`src/rtl/kd_tree_ctrl.sv`:
```
// ============================================================================
// Module  : kd_tree_ctrl
// Brief   : Load/search sequencer for internal_node_tree: gates node beats in,
//           then issues query patches and returns leaf indices in order.
// Revision: 1.0 - initial release
// ============================================================================
`default_nettype none

module kd_tree_ctrl #(
  parameter int PATCH_WIDTH   = 55,
  parameter int ADDRESS_WIDTH = 8,
  parameter int NUM_NODES     = 63,
  parameter int TREE_LATENCY  = 2,
  parameter int PIPELINED     = 1
) (
  input  logic                     clk,
  input  logic                     rst_n,
  input  logic                     start,
  input  logic                     node_enq,
  output logic                     node_full_n,
  output logic                     fsm_enable,
  output logic                     load_done,
  input  logic                     patch_valid,
  output logic                     patch_ready,
  input  logic [PATCH_WIDTH-1:0]   patch_data,
  output logic [PATCH_WIDTH-1:0]   tree_patch,
  input  logic [ADDRESS_WIDTH-1:0] tree_leaf_idx,
  output logic                     result_valid,
  output logic [ADDRESS_WIDTH-1:0] result_index,
  output logic                     busy,
  output logic                     proto_err
);

  localparam int CNT_W = $clog2(NUM_NODES + 1);
  localparam logic [CNT_W-1:0] LAST_NODE = CNT_W'(NUM_NODES - 1);

  typedef enum logic [1:0] {
    IDLE   = 2'd0,
    LOAD   = 2'd1,
    SEARCH = 2'd2
  } state_t;

  state_t                   state_q, state_d;
  logic [CNT_W-1:0]         cnt_q, cnt_d;
  // Bits [TREE_LATENCY-1:0] track the tree pipeline; the top bit marks a patch
  // whose leaf index has been stable for a full cycle and is captured next edge.
  logic [TREE_LATENCY:0]    vsr_q, vsr_d;
  logic                     reload_pend_q, reload_pend_d;
  logic                     load_done_q, load_done_d;
  logic                     result_valid_q, result_valid_d;
  logic                     proto_err_q, proto_err_d;
  logic [ADDRESS_WIDTH-1:0] result_index_q, result_index_d;
  logic [PATCH_WIDTH-1:0]   tree_patch_q, tree_patch_d;
  logic                     accept;

  always_comb begin
    state_d        = state_q;
    cnt_d          = cnt_q;
    reload_pend_d  = reload_pend_q;
    load_done_d    = 1'b0;
    proto_err_d    = proto_err_q;
    result_index_d = result_index_q;
    tree_patch_d   = tree_patch_q;

    node_full_n = (state_q == LOAD);
    fsm_enable  = (state_q == LOAD);
    busy        = (state_q != IDLE);
    patch_ready = (state_q == SEARCH) && !reload_pend_q &&
                  ((PIPELINED != 0) || (vsr_q[TREE_LATENCY-1:0] == '0));
    accept      = patch_valid && patch_ready;

    vsr_d          = {vsr_q[TREE_LATENCY-1:0], accept};
    result_valid_d = vsr_q[TREE_LATENCY];
    if (vsr_q[TREE_LATENCY]) begin
      result_index_d = tree_leaf_idx;
    end
    if (accept) begin
      tree_patch_d = patch_data;
    end
    if (node_enq && (state_q != LOAD)) begin
      proto_err_d = 1'b1;
    end

    case (state_q)
      IDLE: begin
        if (start) begin
          state_d = LOAD;
          cnt_d   = '0;
        end
      end
      LOAD: begin
        // A restart takes priority over the final beat.
        if (start) begin
          cnt_d = '0;
        end else if (node_enq) begin
          if (cnt_q == LAST_NODE) begin
            cnt_d       = '0;
            load_done_d = 1'b1;
            state_d     = SEARCH;
          end else begin
            cnt_d = cnt_q + CNT_W'(1);
          end
        end
      end
      SEARCH: begin
        if (reload_pend_q && (vsr_q == '0)) begin
          state_d       = LOAD;
          cnt_d         = '0;
          reload_pend_d = 1'b0;
        end else if (start) begin
          reload_pend_d = 1'b1;
        end
      end
      default: state_d = IDLE;
    endcase
  end

  always_ff @(posedge clk or negedge rst_n) begin
    if (!rst_n) begin
      state_q        <= IDLE;
      cnt_q          <= '0;
      vsr_q          <= '0;
      reload_pend_q  <= 1'b0;
      load_done_q    <= 1'b0;
      result_valid_q <= 1'b0;
      proto_err_q    <= 1'b0;
      result_index_q <= '0;
      tree_patch_q   <= '0;
    end else begin
      state_q        <= state_d;
      cnt_q          <= cnt_d;
      vsr_q          <= vsr_d;
      reload_pend_q  <= reload_pend_d;
      load_done_q    <= load_done_d;
      result_valid_q <= result_valid_d;
      proto_err_q    <= proto_err_d;
      result_index_q <= result_index_d;
      tree_patch_q   <= tree_patch_d;
    end
  end

  assign load_done    = load_done_q;
  assign result_valid = result_valid_q;
  assign result_index = result_index_q;
  assign tree_patch   = tree_patch_q;
  assign proto_err    = proto_err_q;

endmodule

`default_nettype wire

```
`config.mk`:
```
export PLATFORM = sky130hd
export DESIGN_NAME = kd_tree_ctrl
export DESIGN_NICKNAME = d
export VERILOG_FILES = /design/src/rtl/kd_tree_ctrl.sv
export SDC_FILE = /design/constraint.sdc
export NUM_CORES = 1
export LEC_CHECK = 0
export BUFFER_PORTS_ARGS = -buffer_cell sky130_fd_sc_hd__buf_4
export CORE_UTILIZATION = 50
export CTS_CLUSTER_DIAMETER = 30
export DETAILED_ROUTE_END_ITERATION = 12
export PLACE_DENSITY = 0.86
export SLEW_MARGIN = 20
export SYNTH_ARGS = -nofsm -noshare
export SYNTH_HDL_FRONTEND = slang
export SYNTH_SLANG_ARGS = --single-unit
```
`constraint.sdc`:
```
create_clock -name clk -period 5.1 [get_ports clk]
set_input_delay 0.255 -clock clk [delete_from_list [all_inputs] [get_ports clk]]
set_output_delay 0.255 -clock clk [all_outputs]
set_load 0.005 [all_outputs]
```
==> results.json <==
{
  "routed.top_layer": "met4",
  "vias": 2149,
  "drt-pass1-iter-count": 4,
  "synth_area_leaders": "dfrtp_1 65%, mux2_2 24%, nand3_1 1.5%, buf_2 1.0%, a21oi_1 0.84%",
  "path_class": "reg -> reg",
  "met1_length_microns": 2800,
  "hold_buffers": 0,
  "hold_ws_ps": 60.4,
  "final.setup_skew_ps": 7.51,
  "nets": 410,
  "p_sw_share_pct": 21.0,
  "setup_tns_ps": 0,
  "cts_resized": 0,
  "clk_pin_slew_ps": 80,
  "power.density_nw_per_um2": 268,
  "reg2regPathDepth": 5,
  "met3WireLength_microns": 520,
  "critical_path.max_fanout": 56,
  "wl_per_cell_microns": 15.6,
  "area_growth_pct": 43.2,
  "crit_slowest_cell": "buf_4",
  "instances_no_fill": 417,
  "die-area_sq_um": 6300,
  "regToRegEndpoint": "tree_patch[21]$_DFFE_PN0P_",
  "seqPwrFrac_pct": 54.0,
  "ys_seq_area_share_pct": 65.2,
  "synth.cell_area_sq_um": 3000,
  "io_pins": 138,
  "grt_max_degree": 79,
  "cts-htree-levels": 3,
  "vias_per_cell": 5.15,
  "track_usage_pct": 21.4,
  "power.net_switching_mw": 0.242,
  "worst_ep_required_time_ps": 5310,
  "hold_path_class": "in -> async",
  "drive_gt1_share_pct": 63.5,
  "antenna_found_initial": 0,
  "clockBufferDepth": 2,
  "pwr-share-clk_pct": 40.9,
  "wl_microns": 6520,
  "critical-path-max-stage-delay_ps": 540,
  "ant_nets": 0,
  "post-route-period-util_pct": 39.3,
  "gp_congestion": 0.716,
  "rrSetupSlack_ps": 3100,
  "leakagePower_nw": 2.32,
  "rsz0062_at_grt": "false",
  "cts_setup_buffers": 0,
  "cts-root-buf": "clkbuf_8",
  "ir_worst_vdd_v": 0.000251,
  "finalHoldViolCount": 0,
  "clock.fmax_mhz": 499,
  "synth_fp_nets": 269,
  "yosysWarnings": 0,
  "yosysTopAreaCellShare_pct": 65.2,
  "core_sq_um": 5640,
  "insertion_delay_ps": 330,
  "fp.dieW_microns": 79.4,
  "path_cells": "nand2b_1 -> nor2_1 -> and2_2 -> buf_4 -> mux2_2",
  "r2r_start": "state_q[0]$_DFFE_PN0P_",
  "yosysUniqueCellTypes": 29,
  "clock-sinks": 78,
  "startpoint_type": "register",
  "cp.arrival_ps": 2210,
  "drc": 0,
  "start_util_pct": 53.1,
  "worst_pin_slew_ps": 935,
  "grt_pass1_wl_microns": 10300,
  "ys_seq_elements": 78,
  "nFillCells": 371,
  "synth_top_cell_by_area": "dfrtp_1",
  "grt_pass1_vias": 2106,
  "finalCriticalPeriod_ps": 2000,
  "drt_iter0_markers": 64,
  "outcome": "finished, final reports clean",
  "dpl.cell_count": 401,
  "synth.avg_cell_area_sq_um": 15.1,
  "diodes": 0,
  "cts_made_buffers": 9,
  "syn_inst": 199,
  "internal-power_mw": 0.910,
  "cap_violations": 0,
  "relSlewSlack_pct": 37.7,
  "cp-end-kind": "register",
  "crit_buf_inv": 1,
  "setup_violations": 0,
  "portBuffers": 137,
  "die_h_microns": 79.4,
  "rows": 27,
  "overflow": 0,
  "dp_hpwl_microns": 4730,
  "cts_tree": "built",
  "drv_slew": 0,
  "critPathTopFamily": "buffers and inverters",
  "combPwrFrac_pct": 5.1,
  "met2_length_microns": 3120
}
==> layout make-up <==
class | instances | area (sq um) | area share [%]
Sequential cell | 78 | 1950 | 45.5
Timing Repair Buffer | 138 | 1040 | 24.1
Multi-Input combinational cell | 109 | 988 | 23.0
Clock buffer | 12 | 155 | 3.62
Tap cell | 72 | 90.1 | 2.10
Clock inverter | 4 | 53.8 | 1.25
Inverter | 4 | 15.0 | 0.350
==> how the worst max path moves through the flow <==
| stage | from | to | slack [ps] | depth (start not counted) |
|---|---|---|---|---|
| after floorplan | state_q[0]$_DFFE_PN0P_ | tree_patch[0]$_DFFE_PN0P_ | 3400 | 6 |
| after global placement | state_q[0]$_DFFE_PN0P_ | tree_patch[14]$_DFFE_PN0P_ | 3190 | 5 |
| after detailed placement | state_q[0]$_DFFE_PN0P_ | tree_patch[35]$_DFFE_PN0P_ | 3110 | 5 |
| after CTS | state_q[0]$_DFFE_PN0P_ | tree_patch[17]$_DFFE_PN0P_ | 3090 | 5 |
| after global routing | state_q[0]$_DFFE_PN0P_ | tree_patch[43]$_DFFE_PN0P_ | 2940 | 5 |
| final | state_q[0]$_DFFE_PN0P_ | tree_patch[21]$_DFFE_PN0P_ | 3100 | 5 |
==> layer usage <==
metal	GRT usage [%]	vias up
met5	0	-
met4	6.55	0
met3	5.37	9
met2	36.0	104
met1	27.3	1050
li1	-	986
==> synth_stat cells <==
master / count
a21oi_1: 5
a2bb2oi_1: 1
a311o_1: 1
a31oi_1: 1
and2_1: 1
and2b_1: 1
and3_1: 1
buf_2: 6
buf_4: 1
clkbuf_1: 1
dfrtp_1: 78
ha_1: 2
inv_1: 4
mux2_2: 63
nand2_1: 6
nand2b_1: 1
nand3_1: 9
nand4_1: 1
nor2_1: 1
nor2b_1: 1
nor3_1: 1
nor4b_1: 1
o21ai_0: 4
o21bai_1: 1
o22ai_1: 1
o311ai_0: 1
or2_2: 1
or3_1: 3
or3b_4: 1
==> cell families (layout without fill, tap and decap cells) <==
| group | count (synthesis) | after routing | synth area share, % |
|---|---|---|---|
| multiplexers | 63 | 63 | 23.7 |
| AND/OR/NAND/NOR | 29 | 29 | 5.35 |
| AO/OA/AOI/OAI | 15 | 15 | 3.09 |
| flip-flops | 78 | 78 | 65.2 |
| buffers and inverters | 12 | 158 | 1.88 |
| adder cells (fa/ha/maj) | 2 | 2 | 0.835 |
==> cells in the final DEF (no fill, tap or decap), types with 2 or more instances in the layout <==
master and n:
mux2_2 63, clkinvlp_4 2, inv_1 4, o21ai_0 4, nand2_1 6, ha_1 2
dfrtp_1 78, nand3_1 9, or3_1 3, buf_4 138, a21oi_1 5, clkbuf_8 11
==> stage by stage <==
stage | setup slack, ps | total power, mW | area (sq um) | utilization (%)
finish | 3100 | 1.15 | 4290 | 76.0
global route | 2940 | 1.20 | 4290 | 76.0
CTS | 3090 | 1.16 | 4290 | 76.0
detailed placement | 3110 | 0.693 | 4080 | 72.3
global placement | 3190 | 0.693 | 4080 | 72.3
floorplan | 3400 | 0.641 | 3000 | -
==> flip-flops by register name (all words and copies together), names as in the netlist <==
name / flops
cnt_q: 6
load_done: 1
proto_err: 1
reload_pend_q: 1
result_index: 8
result_valid: 1
state_q: 2
tree_patch: 55
vsr_q: 3
==> power by group through the flow <==
stage          Combinational (mW)  Sequential, mW  Clock, mW
2_1_floorplan             0.00657           0.634          0
3_3_place_gp               0.0584           0.634          0
3_5_place_dp               0.0592           0.634          0
4_1_cts                    0.0594           0.622      0.480
5_1_grt                    0.0646           0.622      0.511
6_report                   0.0583           0.622      0.472
Power figures use the tool's default switching activity.
